[src/rtl/alu_op_sequencer_pkg.sv]
// Shared definitions for the ALU operation sequencer and the control unit:
// opcode values, one-hot ALU select constants, sequencer state type and
// the per-opcode latency lookup.
package alu_pkg;

  localparam logic [3:0] OP_ADD  = 4'd0;
  localparam logic [3:0] OP_SUB  = 4'd1;
  localparam logic [3:0] OP_MUL  = 4'd2;
  localparam logic [3:0] OP_DIV  = 4'd3;
  localparam logic [3:0] OP_SHR  = 4'd4;
  localparam logic [3:0] OP_SHRA = 4'd5;
  localparam logic [3:0] OP_SHL  = 4'd6;
  localparam logic [3:0] OP_ROR  = 4'd7;
  localparam logic [3:0] OP_ROL  = 4'd8;
  localparam logic [3:0] OP_AND  = 4'd9;
  localparam logic [3:0] OP_OR   = 4'd10;
  localparam logic [3:0] OP_NEG  = 4'd11;
  localparam logic [3:0] OP_NOT  = 4'd12;

  localparam int unsigned OPSEL_W = 13;

  localparam logic [OPSEL_W-1:0] OPSEL_ADD  = 13'h0001;
  localparam logic [OPSEL_W-1:0] OPSEL_SUB  = 13'h0002;
  localparam logic [OPSEL_W-1:0] OPSEL_MUL  = 13'h0004;
  localparam logic [OPSEL_W-1:0] OPSEL_DIV  = 13'h0008;
  localparam logic [OPSEL_W-1:0] OPSEL_SHR  = 13'h0010;
  localparam logic [OPSEL_W-1:0] OPSEL_SHRA = 13'h0020;
  localparam logic [OPSEL_W-1:0] OPSEL_SHL  = 13'h0040;
  localparam logic [OPSEL_W-1:0] OPSEL_ROR  = 13'h0080;
  localparam logic [OPSEL_W-1:0] OPSEL_ROL  = 13'h0100;
  localparam logic [OPSEL_W-1:0] OPSEL_AND  = 13'h0200;
  localparam logic [OPSEL_W-1:0] OPSEL_OR   = 13'h0400;
  localparam logic [OPSEL_W-1:0] OPSEL_NEG  = 13'h0800;
  localparam logic [OPSEL_W-1:0] OPSEL_NOT  = 13'h1000;

  typedef enum logic [2:0] {
    IDLE,
    ISSUE,
    WAIT,
    CAPTURE,
    DONE
  } seq_state_t;

  // Cycles from ISSUE until the ALU result is valid; illegal opcodes use the base path.
  function automatic int unsigned op_latency(input logic [3:0] op,
                                             input int unsigned mul_lat,
                                             input int unsigned div_lat,
                                             input int unsigned base_lat);
    case (op)
      OP_MUL:  return mul_lat;
      OP_DIV:  return div_lat;
      default: return base_lat;
    endcase
  endfunction

endpackage

[src/rtl/alu_op_sequencer_if.sv]
// Request/result handshake bundle between the control unit (master) and
// the ALU operation sequencer (slave).
// Optional ALU_SEQ_FLAGS_EN adds res_zero/res_neg result flags.
interface alu_op_sequencer_if;
  logic        req_valid;
  logic        req_ready;
  logic [3:0]  req_opcode;
  logic [31:0] req_a;
  logic [31:0] req_b;
  logic        res_valid;
  logic        res_ready;
  logic [31:0] res_hi;
  logic [31:0] res_lo;
  logic        res_err;
`ifdef ALU_SEQ_FLAGS_EN
  logic        res_zero;
  logic        res_neg;

  modport master (
    output req_valid, req_opcode, req_a, req_b, res_ready,
    input  req_ready, res_valid, res_hi, res_lo, res_err, res_zero, res_neg
  );

  modport slave (
    input  req_valid, req_opcode, req_a, req_b, res_ready,
    output req_ready, res_valid, res_hi, res_lo, res_err, res_zero, res_neg
  );
`else
  modport master (
    output req_valid, req_opcode, req_a, req_b, res_ready,
    input  req_ready, res_valid, res_hi, res_lo, res_err
  );

  modport slave (
    input  req_valid, req_opcode, req_a, req_b, res_ready,
    output req_ready, res_valid, res_hi, res_lo, res_err
  );
`endif
endinterface

[src/rtl/alu_opcode_decoder.sv]
// Combinational opcode to one-hot ALU select decoder with illegal-opcode flag.
// Shared with the control unit.
module alu_opcode_decoder
  import alu_pkg::*;
(
  input  logic [3:0]         opcode,
  output logic [OPSEL_W-1:0] op_sel,
  output logic               illegal
);

  // Map each legal opcode to its select bit; opcodes 13-15 select nothing.
  always_comb begin
    op_sel  = '0;
    illegal = 1'b0;
    case (opcode)
      OP_ADD:  op_sel = OPSEL_ADD;
      OP_SUB:  op_sel = OPSEL_SUB;
      OP_MUL:  op_sel = OPSEL_MUL;
      OP_DIV:  op_sel = OPSEL_DIV;
      OP_SHR:  op_sel = OPSEL_SHR;
      OP_SHRA: op_sel = OPSEL_SHRA;
      OP_SHL:  op_sel = OPSEL_SHL;
      OP_ROR:  op_sel = OPSEL_ROR;
      OP_ROL:  op_sel = OPSEL_ROL;
      OP_AND:  op_sel = OPSEL_AND;
      OP_OR:   op_sel = OPSEL_OR;
      OP_NEG:  op_sel = OPSEL_NEG;
      OP_NOT:  op_sel = OPSEL_NOT;
      default: illegal = 1'b1;
    endcase
  end

endmodule

[src/rtl/alu_op_sequencer.sv]
// ALU operation sequencer: accepts one opcode/operand request, drives the
// ALU operand and select lines for the operation's latency, captures
// Zhigh/Zlo and returns them over a result handshake.
// Optional ALU_SEQ_FLAGS_EN adds registered res_zero/res_neg flags.
module alu_op_sequencer
  import alu_pkg::*;
#(
  parameter int unsigned MUL_LAT  = 2,
  parameter int unsigned DIV_LAT  = 34,
  parameter int unsigned BASE_LAT = 1
) (
  input  logic               clk,
  input  logic               reset,
  alu_op_sequencer_if.slave  bus,
  output logic [31:0]        alu_y,
  output logic [31:0]        alu_b,
  output logic [OPSEL_W-1:0] alu_op_sel,
  output logic               alu_rst,
  input  logic [31:0]        alu_zhigh,
  input  logic [31:0]        alu_zlo
);

  localparam int unsigned MAX_LAT = (MUL_LAT > DIV_LAT) ?
                                    ((MUL_LAT > BASE_LAT) ? MUL_LAT : BASE_LAT) :
                                    ((DIV_LAT > BASE_LAT) ? DIV_LAT : BASE_LAT);
  localparam int unsigned CNT_W   = $clog2(MAX_LAT + 1);

  seq_state_t         state;
  logic [CNT_W-1:0]   cnt;
  logic               err_q;
  logic [OPSEL_W-1:0] dec_sel;
  logic               dec_illegal;
  logic [CNT_W-1:0]   lat_m1;

  alu_opcode_decoder u_dec (
    .opcode  (bus.req_opcode),
    .op_sel  (dec_sel),
    .illegal (dec_illegal)
  );

  assign lat_m1 = CNT_W'(op_latency(bus.req_opcode, MUL_LAT, DIV_LAT, BASE_LAT) - 1);

  // Sequencer FSM with all handshake and ALU-side outputs registered.
  always_ff @(posedge clk or negedge reset) begin
    if (!reset) begin
      state         <= IDLE;
      cnt           <= '0;
      err_q         <= 1'b0;
      alu_y         <= '0;
      alu_b         <= '0;
      alu_op_sel    <= '0;
      alu_rst       <= 1'b0;
      bus.req_ready <= 1'b1;
      bus.res_valid <= 1'b0;
      bus.res_hi    <= '0;
      bus.res_lo    <= '0;
      bus.res_err   <= 1'b0;
`ifdef ALU_SEQ_FLAGS_EN
      bus.res_zero  <= 1'b0;
      bus.res_neg   <= 1'b0;
`endif
    end else begin
      case (state)
        IDLE: begin
          if (bus.req_valid) begin
            alu_y         <= bus.req_a;
            alu_b         <= bus.req_b;
            alu_op_sel    <= dec_sel;
            alu_rst       <= (bus.req_opcode == OP_DIV);
            err_q         <= dec_illegal;
            cnt           <= lat_m1;
            bus.req_ready <= 1'b0;
            state         <= ISSUE;
          end
        end
        ISSUE, WAIT: begin
          alu_rst <= 1'b0;
          if (cnt == '0) begin
            state <= CAPTURE;
          end else begin
            cnt   <= cnt - 1'b1;
            state <= WAIT;
          end
        end
        CAPTURE: begin
          // Select is still driven this cycle so the sample sees a settled ALU.
          bus.res_hi    <= err_q ? '0 : alu_zhigh;
          bus.res_lo    <= alu_zlo;
          bus.res_err   <= err_q;
          bus.res_valid <= 1'b1;
          alu_op_sel    <= '0;
`ifdef ALU_SEQ_FLAGS_EN
          bus.res_zero  <= (alu_zlo == '0);
          bus.res_neg   <= alu_zlo[31];
`endif
          state         <= DONE;
        end
        DONE: begin
          if (bus.res_ready) begin
            bus.res_valid <= 1'b0;
            bus.res_err   <= 1'b0;
            bus.req_ready <= 1'b1;
            state         <= IDLE;
          end
        end
        default: state <= IDLE;
      endcase
    end
  end

endmodule

[src/flat_wrapper.sv]
// flat-port wrapper written by rule: the top's interface ports become plain ports
module alu_op_sequencer_flat import alu_pkg::*;
#(
  parameter int unsigned MUL_LAT  = 2,
  parameter int unsigned DIV_LAT  = 34,
  parameter int unsigned BASE_LAT = 1
)
  (clk, reset, alu_y, alu_b, alu_op_sel, alu_rst, alu_zhigh, alu_zlo, bus_req_valid, bus_req_opcode, bus_req_a, bus_req_b, bus_res_ready, bus_req_ready, bus_res_valid, bus_res_hi, bus_res_lo, bus_res_err);
  alu_op_sequencer_if bus_i ();
  input  logic clk;
  input  logic reset;
  output logic [31:0] alu_y;
  output logic [31:0] alu_b;
  output logic [OPSEL_W-1:0] alu_op_sel;
  output logic alu_rst;
  input  logic [31:0] alu_zhigh;
  input  logic [31:0] alu_zlo;
  input wire logic [$bits(bus_i.req_valid)-1:0] bus_req_valid;
  input wire logic [$bits(bus_i.req_opcode)-1:0] bus_req_opcode;
  input wire logic [$bits(bus_i.req_a)-1:0] bus_req_a;
  input wire logic [$bits(bus_i.req_b)-1:0] bus_req_b;
  input wire logic [$bits(bus_i.res_ready)-1:0] bus_res_ready;
  output wire logic [$bits(bus_i.req_ready)-1:0] bus_req_ready;
  output wire logic [$bits(bus_i.res_valid)-1:0] bus_res_valid;
  output wire logic [$bits(bus_i.res_hi)-1:0] bus_res_hi;
  output wire logic [$bits(bus_i.res_lo)-1:0] bus_res_lo;
  output wire logic [$bits(bus_i.res_err)-1:0] bus_res_err;
  assign bus_i.req_valid = bus_req_valid;
  assign bus_i.req_opcode = bus_req_opcode;
  assign bus_i.req_a = bus_req_a;
  assign bus_i.req_b = bus_req_b;
  assign bus_i.res_ready = bus_res_ready;
  assign bus_req_ready = bus_i.req_ready;
  assign bus_res_valid = bus_i.res_valid;
  assign bus_res_hi = bus_i.res_hi;
  assign bus_res_lo = bus_i.res_lo;
  assign bus_res_err = bus_i.res_err;
  alu_op_sequencer #(.MUL_LAT(MUL_LAT), .DIV_LAT(DIV_LAT), .BASE_LAT(BASE_LAT)) u_core (.clk(clk), .reset(reset), .bus(bus_i), .alu_y(alu_y), .alu_b(alu_b), .alu_op_sel(alu_op_sel), .alu_rst(alu_rst), .alu_zhigh(alu_zhigh), .alu_zlo(alu_zlo));
endmodule
[config.mk]
export PLATFORM = sky130hd
export DESIGN_NAME = alu_op_sequencer_flat
export DESIGN_NICKNAME = d
export VERILOG_FILES = /design/src/rtl/alu_op_sequencer_pkg.sv /design/src/rtl/alu_op_sequencer_if.sv /design/src/rtl/alu_opcode_decoder.sv /design/src/rtl/alu_op_sequencer.sv /design/src/flat_wrapper.sv
export SDC_FILE = /design/constraint.sdc
export NUM_CORES = 1
export LEC_CHECK = 0
export CORE_MARGIN = 5
export CORE_UTILIZATION = 42
export CTS_CLUSTER_DIAMETER = 80
export DETAILED_ROUTE_END_ITERATION = 6
export PLACE_DENSITY = 0.8
export REMOVE_ABC_BUFFERS = 1
export SLEW_MARGIN = 0
export SYNTH_ARGS = -nofsm -noshare
export SYNTH_HDL_FRONTEND = slang
export SYNTH_SLANG_ARGS = --single-unit
[constraint.sdc]
create_clock -name clk -period 3.4 [get_ports clk]
set_clock_uncertainty 0.2 [all_clocks]
set_input_delay 0.68 -clock clk [delete_from_list [all_inputs] [get_ports clk]]
set_output_delay 0.68 -clock clk [all_outputs]
set_load 0.05 [all_outputs]
======== Word-level counts from Yosys, hierarchy flattened ========
Cells that the tools add are included.
cells by class
  add/sub/neg operators ................... 2
  eq/ne operators ......................... 19
  mux-type cells .......................... 21
  reductions and logical operators ........ 16
operators by type and width
  cell                   number
  $pmux W13 S13          1
  $mux W32               1
  $pmux W13 S2           1
  $pmux W6 S2            2
  $eq A4 B4 Y1 const B   5
  $eq A4 B3 Y1 const B   4
  $mux W13               1
  $reduce_or A13 Y1      1
  $mux W6                2
  $pmux W3 S4            1
  $sub A6 B1 Y6 const B  2
  $reduce_and A2 Y1      5
  $eq A4 B2 Y1 const B   2
  $pmux W1 S2            4
  $reduce_bool A2 Y1     4
  $eq A3 B2 Y1 const B   2
  $logic_not A6 Y1       1
  $mux W1                6
  $mux W3                2
  $ne A2 B2 Y1 const B   3
  $reduce_and A3 Y1      2
  $eq A4 B1 Y1 const B   1
  $logic_not A4 Y1       1
  $eq A3 B1 Y1 const B   1
  3 further kinds        3
storage, ports and cells
  flip-flop bits (word level) ............. 155
  bits of input ports ..................... 136
  output and inout bits ................... 145
  logic and storage cells ................. 70

======== Longest topological paths before layout ========
  word-level depth ........................ 5
  gate-level depth with buffers ........... 11
  gate-level depth less buffers ........... 9

======== Hierarchy ========
From an unflattened synthesis, not the netlist that was laid out.
second synthesis, totals
  cell total of the unflattened synthesis .. 599
  area, all modules ....................... 6358.6 um^2
modules (own cells, without submodules)
  module              times used  cells each  area an instance (um^2)  seq. area each (um^2)
  alu_op_sequencer    1           581         6092.1                   3880.0
  alu_opcode_decoder  1           18          266.5                    0.0

======== Worst setup path before layout ========
No wires, ideal clock.
  path type ............................... flip-flop to flip-flop
  start point ............................. register u_core.state[0]
  end point ............................... register u_core.cnt[4]
  setup time .............................. 124 ps
  data arrival time ....................... 2326 ps
  data required time ...................... 3076 ps
  path slack .............................. 750 ps
  cell stages (with the launch flop) ...... 12
  buffers on the path ..................... 2
  clock period less this slack ............ 2650 ps
  cells stage by stage .................... dfrtp_1 > buf_6 > xnor2_1 > or2_1 > clkbuf_2 > clkinv_1 > a21oi_1 > ha_1 > or3b_2 > nand3_1 > o21ai_0 > a211o_1
on the way
  longest elaborated chain between the ends .. 4
  elaborated cells between the ends (all ways) .. 9
  classes of those cells .................. 4 x eq/ne; 1 x mux; 4 x reduce/logical
RTL lines
  what                                                                 RTL line                RTL
  from (decl)                                                          alu_op_sequencer.sv:28  seq_state_t state;
  from (signal assigned)                                               alu_op_sequencer.sv:46  state <= IDLE;
  from (signal assigned)                                               alu_op_sequencer.sv:73  state <= ISSUE;
  from (signal assigned)                                               alu_op_sequencer.sv:79  state <= CAPTURE;
  $eq A3 B1 Y1 or $eq A3 B2 Y1 (tied branches)                         alu_op_sequencer.sv:63  case (state)
  $reduce_or A2 Y1                                                     alu_op_sequencer.sv:63
  $ne A2 B2 Y1 (no source line) or $reduce_bool A2 Y1 (tied branches)  -
  $reduce_and A3 Y1 (no source line)                                   -
  to (signal assigned)                                                 alu_op_sequencer.sv:71  cnt <= lat_m1;
  to (signal assigned)                                                 alu_op_sequencer.sv:81  cnt <= cnt - 1'b1;
  to (decl)                                                            alu_op_sequencer.sv:29  logic [CNT_W-1:0] cnt;
Parallel ways exist; a longest one is shown, timed or not.
A chain may end at the register's enable or synchronous reset.

======== Final worst setup path ========
Same ends and word-level chain as after synthesis.

==> results.tsv <==
stage	metric	value	unit
global_routing	first-pass GRT wire length	28700	um
route	initial DRC count	252	
clock_tree	# H-tree levels	4	
timing	max-slew violations	0	
critical_path	critical path class	reg -> reg	
timing	final worst path period need	2.94	ns
critical_path	CP max stage cell	dfrtp_1	
yosys	Yosys reg bits	155	
clock_tree	Clock transition at path regs	0.06	ns
critical_path	Worst Path Buf+Inv	1	
die	Placeable Area	0.0145	mm^2
timing	TNS Setup	0	ns
layout	Area growth syn-to-layout	58.3	%
die	die extent in x	132	um
route	number of remaining DRC errors	0	
timing	Worst Hold Margin	0.0783	ns
critical_path	CP Depth	9	
yosys	number of distinct library cells after synthesis	40	
clock_tree	clock root cell	clkbuf_16	
clock_tree	Post-CTS Setup Inserts	0	
outcome	status	finished clean	
route	DRT antenna net count	0	
clock_tree	Post-CTS Resized	0	
yosys	Synth Area per Inst	9.30	um^2
pwr	power per cell area	1170	mW/mm^2
die	die area	0.0173	mm^2
route	DR vias	5439	
clock_tree	# hold bufs at CTS	0	
critical_path	CP max FO	9	
die	initial core utilization	42.7	%
placed_design	placer's final routability congestion estimate	0.825	
global_routing	aggregate global routing overflow	0	
timing	final worst path period share	86.5	%
clock_tree	clk sinks	155	
critical_path	Critical Path RT	3.49	ns
route	via-per-instance ratio	4.78	
yosys	Synth Instances	667	
critical_path	startpoint types	flip-flop	
clock_tree	Worst-Skew Late Latency	0.41	ns
timing	Fin. Hold Viols	0	
yosys	Yosys top cell area share	62.1	%
yosys	Cell Area, Synth	0.00620	mm^2
placed_design	port buffer count	280	
critical_path	r2r setup slk	0.46	ns
yosys	Synth area leaders	dfrtp_1, nand2_1, nand2b_1, o21ai_0, a32o_1	
global_routing	vias in the first global route	5356	
die	number of I/O pins	281	
timing	Worst-Margin Slew	0.913	ns
pwr	VDD IR max	0.000746	V
timing	endpoints failing setup	0	
timing	slew margin rel.	39.1	%
critical_path	worst r2r src	u_core.state[0]$_DFFE_PN0P_	
clock_tree	Num CTS Buffers	17	
flow_run	max-cap viol count	0	
critical_path	delay-heaviest family, CP	simple AND/OR/NAND/NOR gates	
yosys	Ys Warns	0	
critical_path	R2R depth	9	
yosys	Yosys top cell by area	dfrtp_1	
global_routing	GRT Total Usage	20.5	%
layout	Fillers	1173	
route	total wire length	18000	um
layout	layout cells sized above 1	5.25	%
route	Initial DRT Pass Iterations	4	
clock_tree	deepest clock path buffer count	2	
timing	fmax	340	MHz
critical_path	Max stage delay on crit path	0.49	ns
clock_tree	CTS tree	yes	
pwr	Final Power	0.0115	W
critical_path	CP endpoint kind	flip-flop	
critical_path	data arrival time of the worst path	3.03	ns
critical_path	RR Endpoint	u_core.cnt[4]$_DFFE_PN0P_	
layout	Ant. Diodes	0	
yosys	sequential fraction of the synthesis area	62.6	%
critical_path	crit-path cells	xnor2_1 -> or2_1 -> clkinv_1 -> a21oi_1 -> ha_1 -> or3b_2 -> nand3_1 -> o21ai_0 -> a211o_1	
route	routed len/inst	15.9	um
layout	nets	1077	
pwr	Pleak	4.63	nW
timing	RSZ-0062 raised after global routing	false	
hold_path	hold crit path type	in -> async	
global_routing	largest net degree at the start of global routing	80	
die	DIE HEIGHT	132	um
placed_design	dpl hpwl	13100	um
die	std cell rows	44	
global_routing	initial antenna violation count	0	
==> per-stage QoR <==
step	util, %	std cells	cell area, um^2	setup WS, ns
after floorplan	-	630	6020	-0.265
after global placement	63.2	1105	9190	0.285
after detailed placement	63.2	1105	9190	0.254
after CTS	67.5	1137	9820	0.466
after global routing	67.5	1137	9820	0.271
final	67.5	1137	9820	0.459
==> worst max path at each step <==
| stage | end | startpoint |
|---|---|---|
| 2_1_floorplan | u_core.alu_op_sel[0]$_DFFE_PN0P_ | bus_req_valid |
| 3_3_place_gp | u_core.cnt[4]$_DFFE_PN0P_ | bus_req_opcode[2] |
| 3_5_place_dp | u_core.cnt[4]$_DFFE_PN0P_ | bus_req_opcode[2] |
| 4_1_cts | u_core.cnt[4]$_DFFE_PN0P_ | u_core.state[0]$_DFFE_PN0P_ |
| 5_1_grt | u_core.cnt[4]$_DFFE_PN0P_ | u_core.state[0]$_DFFE_PN0P_ |
| 6_report | u_core.cnt[4]$_DFFE_PN0P_ | u_core.state[0]$_DFFE_PN0P_ |
==> cells in the mapped netlist (all sizes together) <==
library cell / instances
nand3: 5
mux2i: 2
a21o: 1
a211oi: 1
nor4b: 2
or3b: 1
clkinv: 1
nor4: 1
a32o: 8
buf: 19
ha: 1
nand2b: 33
o21ai: 34
xnor2: 1
or3: 2
nor2b: 5
nor3: 1
or2: 1
a211o: 1
clkbuf: 18
inv: 2
nor2: 11
or4b: 1
a21oi: 15
and3: 1
o22ai: 2
o41ai: 1
dfrtp: 154
o31ai: 1
o2bb2ai: 1
nand3b: 2
and2: 2
dfstp: 1
a22o: 1
or4: 1
nand2: 333
==> registers in the layout, summed over array words and instances, names as in the netlist <==
register	count
u_core.cnt	6
u_core.bus.res_hi	32
u_core.alu_op_sel	13
u_core.alu_rst	1
u_core.bus.res_lo	32
u_core.bus.res_err	1
u_core.state	3
u_core.err_q	1
u_core.alu_b	32
u_core.bus.req_ready	1
u_core.bus.res_valid	1
u_core.alu_y	32
==> final cells by class <==
class	count	area, um^2	share of cell area (%)
Timing Repair Buffer	291	2940	29.9
Clock buffer	23	488	4.97
Tap cell	184	230	2.35
Sequential cell	155	3880	39.5
Inverter	3	11.3	0.115
Multi-Input combinational cell	472	2130	21.7
Clock inverter	9	136	1.39
==> kinds of logic (layout without fill, tap and decap cells) <==
| kind of cell | count (synthesis) | after routing | share of synthesized area (%) |
|---|---|---|---|
| XOR/XNOR | 1 | 1 | 0.141 |
| buffers and inverters | 40 | 326 | 3.13 |
| multiplexers | 2 | 2 | 0.323 |
| AND/OR/NAND/NOR | 402 | 402 | 27.1 |
| adder cells (fa/ha/maj) | 1 | 1 | 0.202 |
| flip-flops | 155 | 155 | 62.6 |
| AO/OA/AOI/OAI | 66 | 66 | 6.56 |
==> power by group <==
group | leakage (nW) | internal [W] | total (W) | switching (W)
combinational | 2.40 | 0.00207 | 0.00632 | 0.00425
sequential | 1.94 | 0.00269 | 0.00320 | 0.000515
clock | 0.288 | 0.00124 | 0.00196 | 0.000729
==> per-layer routing <==
metal | track usage (%) | vias to the layer above | wire length, um
met5 | 0 | - | 0
met4 | 6.00 | 0 | 260
met3 | 8.68 | 17 | 1900
met2 | 31.7 | 240 | 8110
met1 | 26.6 | 2528 | 7760
li1 | - | 2654 | -
==> placed cells by master, fill, tap and decap left out, types with 7 or more instances in the layout <==
cell	n
nand2b_1	33
clkbuf_16	17
a21oi_1	14
dfrtp_1	154
clkdlybuf4s50_1	279
buf_4	7
nor2_1	11
nand2_1	332
o21ai_0	34
a32o_1	8
Note: power is estimated with default switching activity, not from simulation.
